<file path="src/rtl/pll_drp_ctrl.sv">
// pll_drp_ctrl: reprograms one PLLE2 output divider over DRP.
// A request holds the PLL in reset, read-modify-writes ClkReg1/ClkReg2 of
// the targeted output, releases reset and waits for a qualified lock.
// Ports:
//   i_clk, i_rst               clock (also DCLK) and sync active-high reset
//   i_req, i_div               start request and requested divide (1..127)
//   o_busy, o_done, o_err      status; done/err are one-cycle pulses
//   o_ready                    synchronized lock while idle
//   o_daddr,o_den,o_dwe,o_di   DRP request side
//   i_do, i_drdy               DRP response side
//   o_pll_rst, i_locked        PLL reset and asynchronous lock indicator
module pll_drp_ctrl #(
  parameter logic [6:0]  CLKREG1_ADDR = 7'h08,
  parameter logic [6:0]  CLKREG2_ADDR = 7'h09,
  parameter int unsigned LOCK_TIMEOUT = 20000
) (
  input  logic        i_clk,
  input  logic        i_rst,
  input  logic        i_req,
  input  logic [6:0]  i_div,
  output logic        o_busy,
  output logic        o_done,
  output logic        o_err,
  output logic        o_ready,
  output logic [6:0]  o_daddr,
  output logic        o_den,
  output logic        o_dwe,
  output logic [15:0] o_di,
  input  logic [15:0] i_do,
  input  logic        i_drdy,
  output logic        o_pll_rst,
  input  logic        i_locked
);

  localparam int unsigned DIV_W  = 7;
  localparam int unsigned ADDR_W = 7;
  localparam int unsigned DATA_W = 16;
  localparam int unsigned CNT_W  = $clog2(LOCK_TIMEOUT + 1);

  localparam logic [3:0] S_IDLE      = 4'd0;
  localparam logic [3:0] S_RD1       = 4'd1;
  localparam logic [3:0] S_WAIT_RD1  = 4'd2;
  localparam logic [3:0] S_WR1       = 4'd3;
  localparam logic [3:0] S_WAIT_WR1  = 4'd4;
  localparam logic [3:0] S_RD2       = 4'd5;
  localparam logic [3:0] S_WAIT_RD2  = 4'd6;
  localparam logic [3:0] S_WR2       = 4'd7;
  localparam logic [3:0] S_WAIT_WR2  = 4'd8;
  localparam logic [3:0] S_WAIT_LOCK = 4'd9;

  logic [3:0]        state_q, state_d;
  logic [DIV_W-1:0]  div_q, div_d;
  logic [CNT_W-1:0]  cnt_q, cnt_d;
  logic              busy_q, busy_d;
  logic              done_q, done_d;
  logic              err_q, err_d;
  logic              ready_q, ready_d;
  logic [ADDR_W-1:0] daddr_q, daddr_d;
  logic              den_q, den_d;
  logic              dwe_q, dwe_d;
  logic [DATA_W-1:0] di_q, di_d;
  logic              pll_rst_q, pll_rst_d;
  logic              sync1_q, sync1_d;
  logic              sync2_q, sync2_d;

  // Divider fields; D==1 is encoded as high=low=1 with no_count set.
  logic [DIV_W-1:0]  high_c, low_c;
  logic              edge_c, no_count_c;
  logic [DATA_W-1:0] reg1_c, reg2_c;

  always_comb begin
    high_c     = (div_q == DIV_W'(1)) ? DIV_W'(1) : (div_q >> 1);
    low_c      = (div_q == DIV_W'(1)) ? DIV_W'(1) : (div_q - high_c);
    edge_c     = div_q[0];
    no_count_c = (div_q == DIV_W'(1));
    // low==64 truncates to 6'd0, which is the hardware encoding for 64.
    reg1_c = (i_do & 16'hF000) | {4'b0000, 6'(high_c), 6'(low_c)};
    reg2_c = (i_do & 16'hFF3F) | {8'h00, edge_c, no_count_c, 6'b000000};
  end

  // State and output registers.
  always_ff @(posedge i_clk) begin
    if (i_rst) begin
      state_q   <= S_IDLE;
      div_q     <= '0;
      cnt_q     <= '0;
      busy_q    <= 1'b0;
      done_q    <= 1'b0;
      err_q     <= 1'b0;
      ready_q   <= 1'b0;
      daddr_q   <= '0;
      den_q     <= 1'b0;
      dwe_q     <= 1'b0;
      di_q      <= '0;
      pll_rst_q <= 1'b0;
      sync1_q   <= 1'b0;
      sync2_q   <= 1'b0;
    end else begin
      state_q   <= state_d;
      div_q     <= div_d;
      cnt_q     <= cnt_d;
      busy_q    <= busy_d;
      done_q    <= done_d;
      err_q     <= err_d;
      ready_q   <= ready_d;
      daddr_q   <= daddr_d;
      den_q     <= den_d;
      dwe_q     <= dwe_d;
      di_q      <= di_d;
      pll_rst_q <= pll_rst_d;
      sync1_q   <= sync1_d;
      sync2_q   <= sync2_d;
    end
  end

  // Next state; DRP strobes are computed for the state being entered so
  // they are registered and last exactly one cycle.
  always_comb begin
    state_d   = state_q;
    div_d     = div_q;
    cnt_d     = cnt_q;
    done_d    = 1'b0;
    err_d     = 1'b0;
    daddr_d   = daddr_q;
    den_d     = 1'b0;
    dwe_d     = 1'b0;
    di_d      = di_q;
    pll_rst_d = pll_rst_q;
    sync1_d   = i_locked;
    sync2_d   = sync1_q;

    case (state_q)
      S_IDLE: begin
        // The done cycle is still the tail of the previous operation.
        if (i_req && !done_q) begin
          if (i_div == DIV_W'(0)) begin
            err_d = 1'b1;
          end else begin
            div_d     = i_div;
            pll_rst_d = 1'b1;
            den_d     = 1'b1;
            daddr_d   = CLKREG1_ADDR;
            state_d   = S_RD1;
          end
        end
      end
      S_RD1:      state_d = S_WAIT_RD1;
      S_WAIT_RD1: begin
        if (i_drdy) begin
          den_d   = 1'b1;
          dwe_d   = 1'b1;
          di_d    = reg1_c;
          state_d = S_WR1;
        end
      end
      S_WR1:      state_d = S_WAIT_WR1;
      S_WAIT_WR1: begin
        if (i_drdy) begin
          den_d   = 1'b1;
          daddr_d = CLKREG2_ADDR;
          state_d = S_RD2;
        end
      end
      S_RD2:      state_d = S_WAIT_RD2;
      S_WAIT_RD2: begin
        if (i_drdy) begin
          den_d   = 1'b1;
          dwe_d   = 1'b1;
          di_d    = reg2_c;
          state_d = S_WR2;
        end
      end
      S_WR2:      state_d = S_WAIT_WR2;
      S_WAIT_WR2: begin
        if (i_drdy) begin
          pll_rst_d = 1'b0;
          cnt_d     = '0;
          state_d   = S_WAIT_LOCK;
        end
      end
      S_WAIT_LOCK: begin
        cnt_d = cnt_q + CNT_W'(1);
        // Ignore lock for the first cycles: the synchronizer may still hold
        // a lock level from before the PLL reset.
        if (cnt_q >= CNT_W'(4) && sync2_q) begin
          done_d  = 1'b1;
          state_d = S_IDLE;
        end else if (cnt_q == CNT_W'(LOCK_TIMEOUT - 1)) begin
          err_d     = 1'b1;
          pll_rst_d = 1'b0;
          state_d   = S_IDLE;
        end
      end
      default:    state_d = S_IDLE;
    endcase

    busy_d  = (state_d != S_IDLE);
    ready_d = (state_d == S_IDLE) && sync2_d;
  end

  assign o_busy    = busy_q;
  assign o_done    = done_q;
  assign o_err     = err_q;
  assign o_ready   = ready_q;
  assign o_daddr   = daddr_q;
  assign o_den     = den_q;
  assign o_dwe     = dwe_q;
  assign o_di      = di_q;
  assign o_pll_rst = pll_rst_q;

endmodule

</file>
<file path="config.mk">
export PLATFORM = sky130hd
export DESIGN_NAME = pll_drp_ctrl
export DESIGN_NICKNAME = d
export VERILOG_FILES = /design/src/rtl/pll_drp_ctrl.sv
export SDC_FILE = /design/constraint.sdc
export NUM_CORES = 1
export LEC_CHECK = 0
export CAP_MARGIN = 20
export CORE_MARGIN = 2
export CORE_UTILIZATION = 30
export DETAILED_ROUTE_END_ITERATION = 8
export PLACE_DENSITY = 0.64
export RECOVER_POWER = 25
export SLEW_MARGIN = 20
export SYNTH_ARGS = -nofsm -noshare
export SYNTH_HDL_FRONTEND = slang
export SYNTH_SLANG_ARGS = --single-unit
</file>
<file path="constraint.sdc">
create_clock -name i_clk -period 2.1 [get_ports i_clk]
set_input_delay 0.315 -clock i_clk [delete_from_list [all_inputs] [get_ports i_clk]]
set_output_delay 0.315 -clock i_clk [all_outputs]
set_load 0.05 [all_outputs]
</file>
---- Word level (Yosys, flattened, before mapping) ----
Index checks and enable logic that the tools add are counted.
word-level totals
  input bits .............................. 28
  flip-flop bits (word level) ............. 58
  word-level logic and storage cells ...... 98
cells by class
  bitwise gates (word level) .............. 5
  $add $sub $neg .......................... 2
  reductions and logical operators ........ 21
  $lt $le $gt $ge ......................... 1
  eq/ne operators ......................... 19
  mux-type cells .......................... 36
operators with widths
  cell                                                                 count
  one-hot mux 4 bit (10 select lines)                                  1
  two-way mux 16 bit                                                   2
  two-way mux 4 bit                                                    8
  one-hot mux 16 bit (2 select lines)                                  1
  one-hot mux 15 bit (2 select lines)                                  1
  two-way mux 7 bit                                                    3
  == test 4 x 3 -> 1 bit (second input constant)                       4
  != test 2 bit (second input constant)                                8
  bitwise OR 16 x 12 -> 16 bit                                         1
  bitwise OR 16 x 8 -> 16 bit                                          1
  adder 15 x 1 -> 15 bit (second input constant)                       1
  == test 15 bit (second input constant)                               1
  greater-or-equal comparator 15 x 3 -> 1 bit (second input constant)  1
  two-way mux 15 bit                                                   1
  one-hot mux 7 bit (2 select lines)                                   1
  two-way mux 1 bit                                                    13
  two-way mux 6 bit                                                    2
  == test 4 x 2 -> 1 bit (second input constant)                       2
  == test 4 bit (second input constant)                                2
  logical NOT 4 bit                                                    2
  == test 7 x 1 -> 1 bit (second input constant)                       1
  logical NOT 7 bit                                                    1
  AND reduction 3 bit                                                  2
  AND reduction 6 bit                                                  1
  other kinds (14)                                                     23

---- Logic depth before layout (Yosys ltp) ----
Gate-level depths: netlist of run 1.
  depth after elaboration ................. 7
  gate-level depth with buffers ........... 10
  gate-level depth less buffers ........... 10

---- Worst setup path after synthesis of run 1 ----
OpenSTA, ideal clock, no wires.
  path type ............................... register to register
  start point ............................. register div_q[1]
  end point ............................... register di_q[5], in the netlist o_di[5]
  path slack .............................. -0.173 ns
  library setup time ...................... 0.091 ns
  buffers on the path ..................... 0
  required time ........................... 2.009 ns
  data arrival time ....................... 2.182 ns
  clock period less this slack ............ 2.273 ns
  stages on the path, launching flop included .. 11
  path through ............................ dfxtp_1 -> inv_1 -> ha_1 -> nand3_1 -> nand2_1 -> ha_1 -> nor2b_1 -> o311ai_0 -> a21o_1 -> o21ai_0 -> a311oi_1
between the ends
  cells in the longest elaborated chain, start to end .. 7
ends and longest elaborated chain
  element                                  line    source
  start: declaration                       52      logic [DIV_W-1:0] div_q, div_d;
  start signal: assignment                 100     div_q <= div_d;
  == test 7 x 1 -> 1 bit                   72, 73
  two-way mux 6 bit                        72      high_c = (div_q == DIV_W'(1)) ? DIV_W'(1) : (div_q >> 1);
  subtractor 6 bit                         73      low_c = (div_q == DIV_W'(1)) ? DIV_W'(1) : (div_q - high_c);
  two-way mux 6 bit (*)                    73
  bitwise OR 16 x 12 -> 16 bit (*)         77      reg1_c = (i_do & 16'hF000) | {4'b0000, 6'(high_c), 6'(low_c)};
  two-way mux 16 bit (*)                   149     if (i_drdy) begin
  one-hot mux 16 bit (2 select lines) (*)  132     case (state_q)
  end signal: assignment                   109     di_q <= di_d;
  end: declaration                         61      logic [DATA_W-1:0] di_q, di_d;
Mark *: on every way between the ends. The rest lies on a longest branch, timed or not. The select of a mux whose other input is x is not followed.
A chain may end at the register's enable or synchronous reset.

---- Final worst setup path of run 1 ----
  start point ............................. input port i_div[3]
  end point ............................... register ready_q, in the netlist o_ready
between the ends
  cells in the longest elaborated chain, start to end .. 6
ends and longest elaborated chain
  element                              line  source
  start: declaration                   20    input logic [6:0] i_div,
  logical NOT 7 bit                    136   if (i_div == DIV_W'(0)) begin
  two-way mux 4 bit                    136
  two-way mux 4 bit                    135   if (i_req && !done_q) begin
  one-hot mux 4 bit (10 select lines)  132
  logical NOT 4 bit                    198   ready_d = (state_d == S_IDLE) && sync2_d;
  logical AND 1 bit                    198
  end signal: assignment               105   ready_q <= ready_d;
  end: declaration                     57    logic ready_q, ready_d;
No other way between the ends.

==> results of run 1 <==
## sequential cells by signal (all words and copies together) (netlist names)
name / count
sync2_q: 1
o_busy: 1
sync1_q: 1
o_dwe: 1
div_q: 7
o_di: 16
o_den: 1
cnt_q: 15
o_pll_rst: 1
o_err: 1
o_done: 1
o_ready: 1
o_daddr: 2
state_q: 4
## layer usage
metal  up-vias  share of wire
met1      1136           0.49
li1       1248              -
met4         0         0.0068
met5         -              0
met2        66           0.44
met3         2          0.066
## through the flow
stage,utilization,setup WS (ns)
floorplan,-,0.06760
global placement,0.3870,-0.1003
detailed placement,0.3870,-0.1296
global route,0.4056,-0.007143
CTS,0.3973,0.02129
finish,0.4056,0.06663
## worst max-delay path: cells and delay by family
kind            cells  cell delay, ns
buf+inv             1            0.58
simple gates        4            1.03
compound gates      1            0.36
## what timing repair did
action,4_1_cts,5_1_grt
hold endpoints to repair,0,0
gates resized for setup,0,15
setup buffers,0,4
endpoints found under the setup margin,0,3
## how the worst min path moves through the flow
stage	start	to	slack, ns	depth (start not counted)
after floorplan	sync1_q	sync2_q	0.44	1
after global placement	sync1_q	sync2_q	0.45	1
after detailed placement	sync1_q	sync2_q	0.46	1
after CTS	sync1_q	sync2_q	0.48	1
after global routing	sync1_q	sync2_q	0.50	1
final	sync1_q	sync2_q	0.47	1
## cells by family (layout without fill, tap and decap cells)
family,after synthesis,in the layout,synth area share
mux,7,7,0.02720
buf+inv,34,90,0.06239
simple gates,145,145,0.2828
fa+ha+maj,10,10,0.04972
compound gates,68,68,0.1656
xor+xnor,4,4,0.01314
flops,53,53,0.3977
other cells,1,5,0.001406
## layout make-up
type                       count  area (µm²)  share of cell area
multi-input combinational    239        1510              0.4291
timing repair buffer          71       675.6              0.1920
clock inverter                 3       21.27            0.006043
inverter                      11       41.29             0.01173
clock buffer                   5       68.82             0.01955
sequential                    53        1067              0.3032
tap                          108       135.1             0.03839
## power by group through the flow
| stage | clock (mW) | sequential, mW | combinational (mW) |
|---|---|---|---|
| 6_report | 0.594 | 1.12 | 0.713 |
| 5_1_grt | 0.666 | 1.13 | 0.781 |
| 4_1_cts | 0.619 | 1.12 | 0.672 |
| 3_5_place_dp | 0 | 1.14 | 0.670 |
| 3_3_place_gp | 0 | 1.14 | 0.659 |
| 2_1_floorplan | 0 | 1.25 | 0.348 |
## cell usage in the layout, fill, tap and decap left out, types with 6 or more instances in the layout
cell             count
nor2_1              52
inv_1               10
and2_1               6
dfxtp_1             48
nand3_1              7
dlygate4sd3_1        7
nor3_1               7
a21oi_1             26
buf_4               17
clkdlybuf4s50_1     43
a311oi_1            11
nand4_1              6
ha_1                 6
o21ai_0              8
nand2_1             25
==> impl_results.md, run 1 <==
* Met1 Use GR at 0.1938
* Final cell count without fillers at 490
* Yosys Warn Count at 0
* Clock sink count at 53
* Pwr Density at 688.9 nW/µm²
* Clock power share at 0.245
* Initial antenna violation count at 0
* Grt total ovfl at 0
* Die height at 98.30 µm
* FF-to-FF Start: div_q[3]
* Yosys reg bits at 53
* Critical path type: in -> reg
* Antenna diode count at 0
* Final worst path period share at 0.9683
* Worst skew pair latency at 0.31 ns
* Vias in the first global route at 2275
* Pwr Total at 2.425 mW
* I/O pin count at 58
* Sequential-to-total area share from yosys stat at 0.3977
* Area leader, netlist: dfxtp_1
* Required time of the critical path at 2.36 ns
* Flop pwr share at 0.461
* Crit-path max cell delay at 0.58 ns
* Top_reg_cell synth: dfxtp_1
* Via/cell ratio at 5.004
* Max-cap violations at 0
* P_sw at 805.1 µW
* Highest clock rate at 0.4918 GHz
* FILL cells at 890
* Clock transition at path regs at 0.10 ns
* Nets at 419
* Gate power share at 0.294
* Vias at 2452
* Placed cells at 478
* Final ANT Viol Nets at 0
* Gate Count Post-Synth at 322
* Overall routing resource usage at 0.1354
* Placement Cell Area at 3358 µm²
* Top-count cell post-synth: dfxtp_1
* Sum of negative setup slack at 0 ns
* Worst VDD drop at 0.3692 mV
* Dpl hpwl at 4.499 mm
* Port-buffer cells at 50
* Design area at 3520 µm²
* CP Max Fanout at 4
* # H-tree levels at 2
* Synth cell types at 50
* Critical Path End: o_ready
* Share of cells above drive strength 1 at 0.1257
* Area Growth Syn to Fin at 31.94%
* CTS tree: built
* Detailed Routing Iterations Pass 1 at 4
* Final worst path period need at 2.033 ns
* Fin. max-slew vios at 0
* Synth Cell Area at 2668 µm²
* Die area at 9662 µm²
* Global-route wire length before repair at 10.94 mm
* Critical Path Source: i_div[3]
* DRT Wirelength at 6.356 mm
* CP endpoint kind: flip-flop
* Commonest cells in the synthesized netlist: dfxtp_1 (53), nor2_1 (52), a21oi_1 (26), nand2_1 (26)
* P_int at 1.619 mW
* Drt wl/cell at 12.97 µm
* Syn avg cell area at 8.284 µm²
* Starting DRT DRC Count at 153
* Max clock buf depth at 2
* P_leak at 1.258 nW
* Hold Path Class: reg -> reg
* Clock root buffer: clkbuf_8
* Status: complete, no violations
* Yosys top cell area share at 0.3977
* CP max stage cell: dlygate4sd3_1
* Final Hold Viols at 0
* Met3 usage at 0.03436
* Die X at 98.30 µm
* Startpoint Class: input pin
* Slew margin rel. at 0.6241
* Critical Path, Cell by Cell: dlygate4sd3_1 -> or4_4 -> o2111a_1 -> nor2_4 -> and4_1 -> and2_1
* Most Crowded Layer GR: met2
* Total CTS buffers at 5
* Hold_ws at 0.4739 ns
* Largest net degree at the start of global routing at 53
* Worst r2r path cells at 10
* R2R setup slack at 0.13 ns
* Critical Path AT at 2.29 ns
* Slew @ Worst Pin at 0.5638 ns
* Initial Util at 0.3074
* Gpl congestion at 0.8236
* Post-route DRC at 0
* Clock Skew at 0.01020 ns
* Largest cells by area after synthesis: dfxtp_1 (40%), nor2_1 (7.3%), a21oi_1 (4.9%)
* Switching share of power at 0.3321
* # setup viols final at 0
* Reg-to-reg endpoint: o_di[3]
* Number of flops mapped to enable cells by yosys at 0
* Met2 capacity usage during global routing at 0.2046
* Post-CTS Hold Fix Bufs at 0
* Core Rows at 34
* FFs w/ async S/R, synth at 0
* Core Region at 8678 µm²
Note: power is estimated with default switching activity, not from simulation.
==> run 2, diff against run 1 <==
--- a/config.mk
+++ b/config.mk
@@ -6,11 +6,13 @@
 export NUM_CORES = 1
 export LEC_CHECK = 0
 export CAP_MARGIN = 20
+export CORE_ASPECT_RATIO = 1.4
 export CORE_MARGIN = 2
-export CORE_UTILIZATION = 30
+export CORE_UTILIZATION = 45
 export DETAILED_ROUTE_END_ITERATION = 8
-export PLACE_DENSITY = 0.64
+export PLACE_DENSITY = 0.85
 export RECOVER_POWER = 25
+export SETUP_SLACK_MARGIN = 0.1
 export SLEW_MARGIN = 20
 export SYNTH_ARGS = -nofsm -noshare
 export SYNTH_HDL_FRONTEND = slang
==> impl_results.md, run 2 (synthesis gave the netlist of run 1 again) <==
* Status: complete, no violations
* Final Hold Viols at 0 (unchanged)
* CP endpoint kind: flip-flop
* Clock root buffer: clkbuf_8
* Critical Path, Cell by Cell: dlygate4sd3_1 -> or4_4 -> o2111a_1 -> buf_4 -> a21oi_1 -> nor2_1
* Vias in the first global route at 2388 (+5.0%)
* Core Region at 5781 µm² (-33%)
* Max reg flops at 16 (unchanged)
* Largest net degree at the start of global routing at 53 (unchanged)
* Worst VDD drop at 0.3368 mV (-8.8%)
* Crit-path max cell delay at 0.57 ns (about the same)
* FF/Latch Area at 1066 µm² (-0.12%)
* P_leak at 1.271 nW (+1.0%)
* Worst skew pair latency at 0.31 ns (about the same)
* Detailed Routing Iterations Pass 1 at 4 (unchanged)
* Die area at 6569 µm² (-32%)
* Clock transition at path regs at 0.10 ns (about the same)
* # H-tree levels at 2 (unchanged)
* Clock Skew at 0.009036 ns (-0.001169 ns)
* Hold_ws at 0.4720 ns (-0.001920 ns)
* # setup viols final at 0 (unchanged)
* Area Growth Syn to Fin at 32.60%
* FILL cells at 516 (-42%)
* Die X at 69.07 µm (-30%)
* Most frequent cells in the layout: nor2_1 (52), dfxtp_1 (49), clkdlybuf4s50_1 (48), nand2_1 (25), a21oi_1 (25)
* CP Max Fanout at 14 (+10)
* Total CTS buffers at 5 (unchanged)
* Port-buffer cells at 50 (unchanged)
* Commonest non-fill, non-tap cell in the layout: nor2_1
* CTS tree: built
* Core Rows at 33 (-2.9%)
* Antenna diode count at 0 (unchanged)
* Highest clock rate at 0.4946 GHz (+0.58%)
* Pwr Total at 2.463 mW (+1.6%)
* CP max stage cell: dlygate4sd3_1
* Overall routing resource usage at 0.2022 (+0.06682)
* Vias at 2523 (+2.9%)
* DRT Wirelength at 6.430 mm (+1.2%)
* Final core occ at 0.6119 (+0.2063)
* Starting DRT DRC Count at 143 (-6.5%)
* Required time of the critical path at 2.31 ns (-0.05 ns)
* Post-CTS Hold Fix Bufs at 0 (unchanged)
* Global-route wire length before repair at 10.92 mm (-0.13%)
* Fin. max-slew vios at 0 (unchanged)
* I/O pin count at 58 (unchanged)
* Die height at 95.10 µm (-3.3%)
* Post-route DRC at 0 (unchanged)
* Critical Path AT at 2.23 ns (-0.06 ns)
* Initial Util at 0.4615 (+0.1541)
* Final worst path period need at 2.022 ns (-0.01171 ns)
* Gpl congestion at 0.8976 (+9.0%)
* Final ANT Viol Nets at 0 (unchanged)
* Multi-input gate area at 1554 µm² (+2.9%)
* Hold Path Class: reg -> reg
* Max-cap violations at 0 (unchanged)
* Critical path type: in -> reg
* RSZ-0062 raised after global routing: true
* Placed cells at 443 (-7.3%)
* Pwr Density at 696.4 nW/µm² (+1.1%)
* Initial antenna violation count at 0 (unchanged)
* Max clock buf depth at 2 (unchanged)
* Slew margin rel. at 0.5944 (-0.02967)
* Dpl hpwl at 4.520 mm (+0.48%)
* Final cell count without fillers at 455 (-7.1%)
* Grt total ovfl at 0 (unchanged)
* Bufs and invs on worst path at 2 (+1)
* Share of cells above drive strength 1 at 0.1377 (+0.01201)
* Drt wl/cell at 14.13 µm (+8.9%)
* Final worst path period share at 0.9627 (-0.005574)
* Startpoint Class: input pin
* Nets at 422 (+0.72%)
* Worst path top cell family by delay: buffers and inverters
* Clock sink count at 53 (unchanged)
* Slew @ Worst Pin at 0.6083 ns (+0.04450 ns)
* Via/cell ratio at 5.545 (+11%)
==> run 2: cell count changes in the layout (fill, tap and decap cells not counted), sizes merged <==
cell	change
clkdlybuf4s50	+5
buf	+4
clkinvlp	-1
dlygate4sd3	-5
==> run 2: power breakdown <==
part / internal (mW) / switching, mW / leakage, nW
clock: 0.238 / 0.344 / 0.0456
sequential: 1.06 / 0.0472 / 0.432
combinational: 0.341 / 0.428 / 0.793
==> run 2: repair_timing <==
item | CTS | global route
pin swaps | 7 | 8
buffers inserted | 3 | 1
endpoints found under the setup margin | 3 | 9
gates resized for setup | 12 | 10
cloned | 0 | 0
==> run 2: path summary, 6_finish.rpt <==
kind | startpoint | endpoint | slack, ns | depth (start not counted)
worst max-delay path | i_div[3] | div_q[3] | 0.08 | 6
worst min-delay path | sync1_q | sync2_q | 0.47 | 1
worst max register to register | div_q[6] | o_di[5] | 0.08 | 10
worst min register to register | sync1_q | sync2_q | 0.47 | 1
==> run 2: layer usage <==
metal  routed length, µm  global-route usage  up-vias  share of wire
met2                3445              0.3854       65           0.54
met4                  93             0.05719        0          0.014
met1                2598              0.2284     1189           0.40
met5                   0                   0        -              0
met3                 292             0.03911       10          0.045
li1                    -                   -     1259              -
==> run 2: stage by stage <==
step	area (µm²)	setup TNS, ns	setup WS [ns]
floorplan	2696	0	0.1256
global placement	3334	-0.7457	-0.09052
detailed placement	3334	-1.070	-0.1326
CTS	3491	0	0.09470
global route	3537	-0.009347	-0.009347
finish	3537	0	0.07834
==> run 2: cell type report <==
type                    instances  area share
clock buffers                   6     0.02052
clock inverters                 2    0.003891
inverters                      11     0.01167
multi-input cells             239      0.4393
flip-flops and latches         53      0.3014
well taps                      70     0.02476
repair buffers                 74      0.1984
==> run 2: worst register-to-register path: cells and delay by family (launching register included) <==
| kind | cells | cell delay, ns |
|---|---|---|
| AO/OA/AOI/OAI | 4 | 0.81 |
| AND/OR/NAND/NOR | 4 | 0.45 |
| flip-flops | 1 | 0.33 |
| adder cells (fa/ha/maj) | 1 | 0.20 |
| buffers and inverters | 1 | 0.14 |
==> run 3, diff against run 2 <==
--- a/config.mk
+++ b/config.mk
@@ -5,12 +5,12 @@
 export SDC_FILE = /design/constraint.sdc
 export NUM_CORES = 1
 export LEC_CHECK = 0
-export CAP_MARGIN = 20
+export CAP_MARGIN = 10
 export CORE_ASPECT_RATIO = 1.4
 export CORE_MARGIN = 2
-export CORE_UTILIZATION = 45
+export CORE_UTILIZATION = 42
 export DETAILED_ROUTE_END_ITERATION = 8
-export PLACE_DENSITY = 0.85
+export PLACE_DENSITY = 0.81
 export RECOVER_POWER = 25
 export SETUP_SLACK_MARGIN = 0.1
 export SLEW_MARGIN = 20
==> impl_results.md, run 3 (synthesis gave the netlist of run 1 again) <==
* Starting DRT DRC Count at 92 (-36%)
* Largest net degree at the start of global routing at 30 (-43%)
* Detailed Routing Iterations Pass 1 at 4 (unchanged)
* Design area at 3567 µm² (+0.85%)
* Slew margin rel. at 0.1042 (-0.4903)
* Clock sink count at 53 (unchanged)
* Vias at 2570 (+1.9%)
* Bufs and invs on worst path at 1 (-1)
* # setup viols final at 0 (unchanged)
* Final core occ at 0.5783 (-0.03361)
* Post-route DRC at 0 (unchanged)
* Crit-path max cell delay at 0.35 ns (-0.22 ns)
* Vias in the first global route at 2492 (+4.4%)
* Highest clock rate at 0.4832 GHz (-2.3%)
* Sum of negative setup slack at 0 ns (unchanged)
* Hold Path Class: reg -> reg
* Status: complete, no violations
* Critical Path, Cell by Cell: nor3_2 -> buf_4 -> nand3_4 -> nand2_4 -> ha_4 -> nor2b_4 -> o311ai_4 -> o21ai_0 -> o21ai_2 -> a311oi_1
* Clock root buffer: clkbuf_8
* Overall routing resource usage at 0.1872 (-0.01506)
* Reg-to-reg endpoint: o_di[5]
* Startpoint Class: flip-flop
* Grt total ovfl at 0 (unchanged)
* Worst path top cell family by delay: compound AO/OA/AOI/OAI gates
* Final worst path period need at 2.070 ns (+0.04804 ns)
* Clock Skew at 0.02024 ns (+0.01120 ns)
* Critical path type: reg -> reg
* Total CTS buffers at 5 (unchanged)
* Max reg flops at 16 (unchanged)
* Nets at 426 (+0.95%)
* CTS tree: built
* Gpl congestion at 0.8111 (-9.6%)
* CP Max Fanout at 3 (-11)
* # H-tree levels at 2 (unchanged)
* P_int at 1.669 mW (+1.5%)
* Initial Util at 0.4325 (-0.02902)
* Gate power share at 0.322 (+0.010)
* Critical Path AT at 2.27 ns (+0.04 ns)
* RSZ-0062 raised after global routing: true
* Worst r2r path cells at 10 (unchanged)
* Pwr Density at 708.2 nW/µm² (+1.7%)
* Max clock buf depth at 2 (unchanged)
* Critical Path End: o_di[5]
* Worst VDD drop at 0.3227 mV (-4.2%)
* P_leak at 1.289 nW (+1.4%)
* Core Region at 6168 µm² (+6.7%)
* DRT Wirelength at 6.898 mm (+7.3%)
* Core Rows at 34 (+3.0%)
* Switching share of power at 0.3394 (+0.006761)
* P_sw at 857.4 µW (+4.6%)
* Levels on crit path at 10 (+4)
* Final Hold Viols at 0 (unchanged)
* Die X at 71.36 µm (+3.3%)
* Worst skew pair latency at 0.32 ns (about the same)
* Dpl hpwl at 4.648 mm (+2.8%)
* Most frequent cells in the layout: nor2_1 (52), clkdlybuf4s50_1 (49), dfxtp_1 (48)
* Placement Cell Area at 3354 µm² (+0.60%)
* Flop pwr share at 0.439 (-0.012)
* Antenna diode count at 0 (unchanged)
* I/O pin count at 58 (unchanged)
* Area Growth Syn to Fin at 33.72%
* Die height at 98.30 µm (+3.4%)
* Die area at 7014 µm² (+6.8%)
* Required time of the critical path at 2.30 ns (about the same)
* Global-route wire length before repair at 10.72 mm (-1.8%)
* Initial antenna violation count at 0 (unchanged)
* Port-buffer cells at 50 (unchanged)
* Clock power share at 0.239 (+0.003)
* Via/cell ratio at 5.575 (+0.54%)
* CP endpoint kind: flip-flop
* Drt wl/cell at 14.96 µm (+5.9%)
* Share of cells above drive strength 1 at 0.1542 (+0.01658)
* CP max stage cell: o311ai_4
* Critical Path Source: div_q[4]
* Max-cap violations at 0 (unchanged)
* Clock transition at path regs at 0.11 ns (about the same)
* FF-to-FF Start: div_q[4]
* Fin. max-slew vios at 0 (unchanged)
* R2R setup slack at 0.03 ns (-0.05 ns)
* Final ANT Viol Nets at 0 (unchanged)
* Commonest non-fill, non-tap cell in the layout: nor2_1
* Slew @ Worst Pin at 1.344 ns (+0.7354 ns)
* Final worst path period share at 0.9856 (+0.02288)
## run 3: cell type report
type,count,area (µm²)
fill,542,2601
inverter,11,41.29
sequential,53,1067
tap,72,90.09
multi-input combinational,239,1548
clock inverter,3,25.02
clock buffer,5,68.82
timing repair buffer,78,726.9
## run 3: metal layers
layer | vias to the layer above | GRT usage | routed length (µm)
li1 | 1258 | - | -
met1 | 1210 | 0.1939 | 2543
met2 | 84 | 0.3640 | 3725
met3 | 18 | 0.03509 | 417
met4 | 0 | 0.06241 | 210
met5 | - | 0 | 0
## run 3: stage by stage
stage / instances / hold WS [ns] / power [mW] / setup WS (ns)
6_report: 461 / 0.5003 / 2.526 / 0.03030
3_5_place_dp: 448 / 0.4617 / 1.829 / -0.1486
2_1_floorplan: 326 / 0.4407 / 1.594 / 0.1256
4_1_cts: 457 / 0.4552 / 2.466 / 0.09353
3_3_place_gp: 448 / 0.4602 / 1.810 / -0.1406
5_1_grt: 461 / 0.5070 / 2.640 / -0.07955
## run 3: worst min path at each step
stage,startpoint,to,slack (ns),cells after the start
2_1_floorplan,sync1_q,sync2_q,0.44,1
3_3_place_gp,sync1_q,sync2_q,0.46,1
3_5_place_dp,sync1_q,sync2_q,0.46,1
4_1_cts,i_rst,o_den,0.46,2
5_1_grt,sync1_q,sync2_q,0.51,1
6_report,sync1_q,sync2_q,0.50,1
## run 3: timing repair
item,4_1_cts,5_1_grt
gates resized for setup,12,13
pin swaps,8,14
hold buffers,0,0
endpoints found under the setup margin,3,5
buffers inserted,1,4
## run 3: worst reg2reg max path: stages (launching register included)
cell and delay, ns:
dfxtp_2 0.34, nor3_2 0.16, buf_4 0.15, nand3_4 0.08, nand2_4 0.10, ha_4 0.19
nor2b_4 0.13, o311ai_4 0.35, o21ai_0 0.19, o21ai_2 0.17, a311oi_1 0.09
## run 3: power groups by stage
stage | Sequential (mW) | Combinational (mW) | Clock, mW
floorplan | 1.25 | 0.348 | 0
global placement | 1.13 | 0.684 | 0
detailed placement | 1.13 | 0.700 | 0
CTS | 1.11 | 0.735 | 0.623
global route | 1.12 | 0.872 | 0.652
finish | 1.11 | 0.814 | 0.604
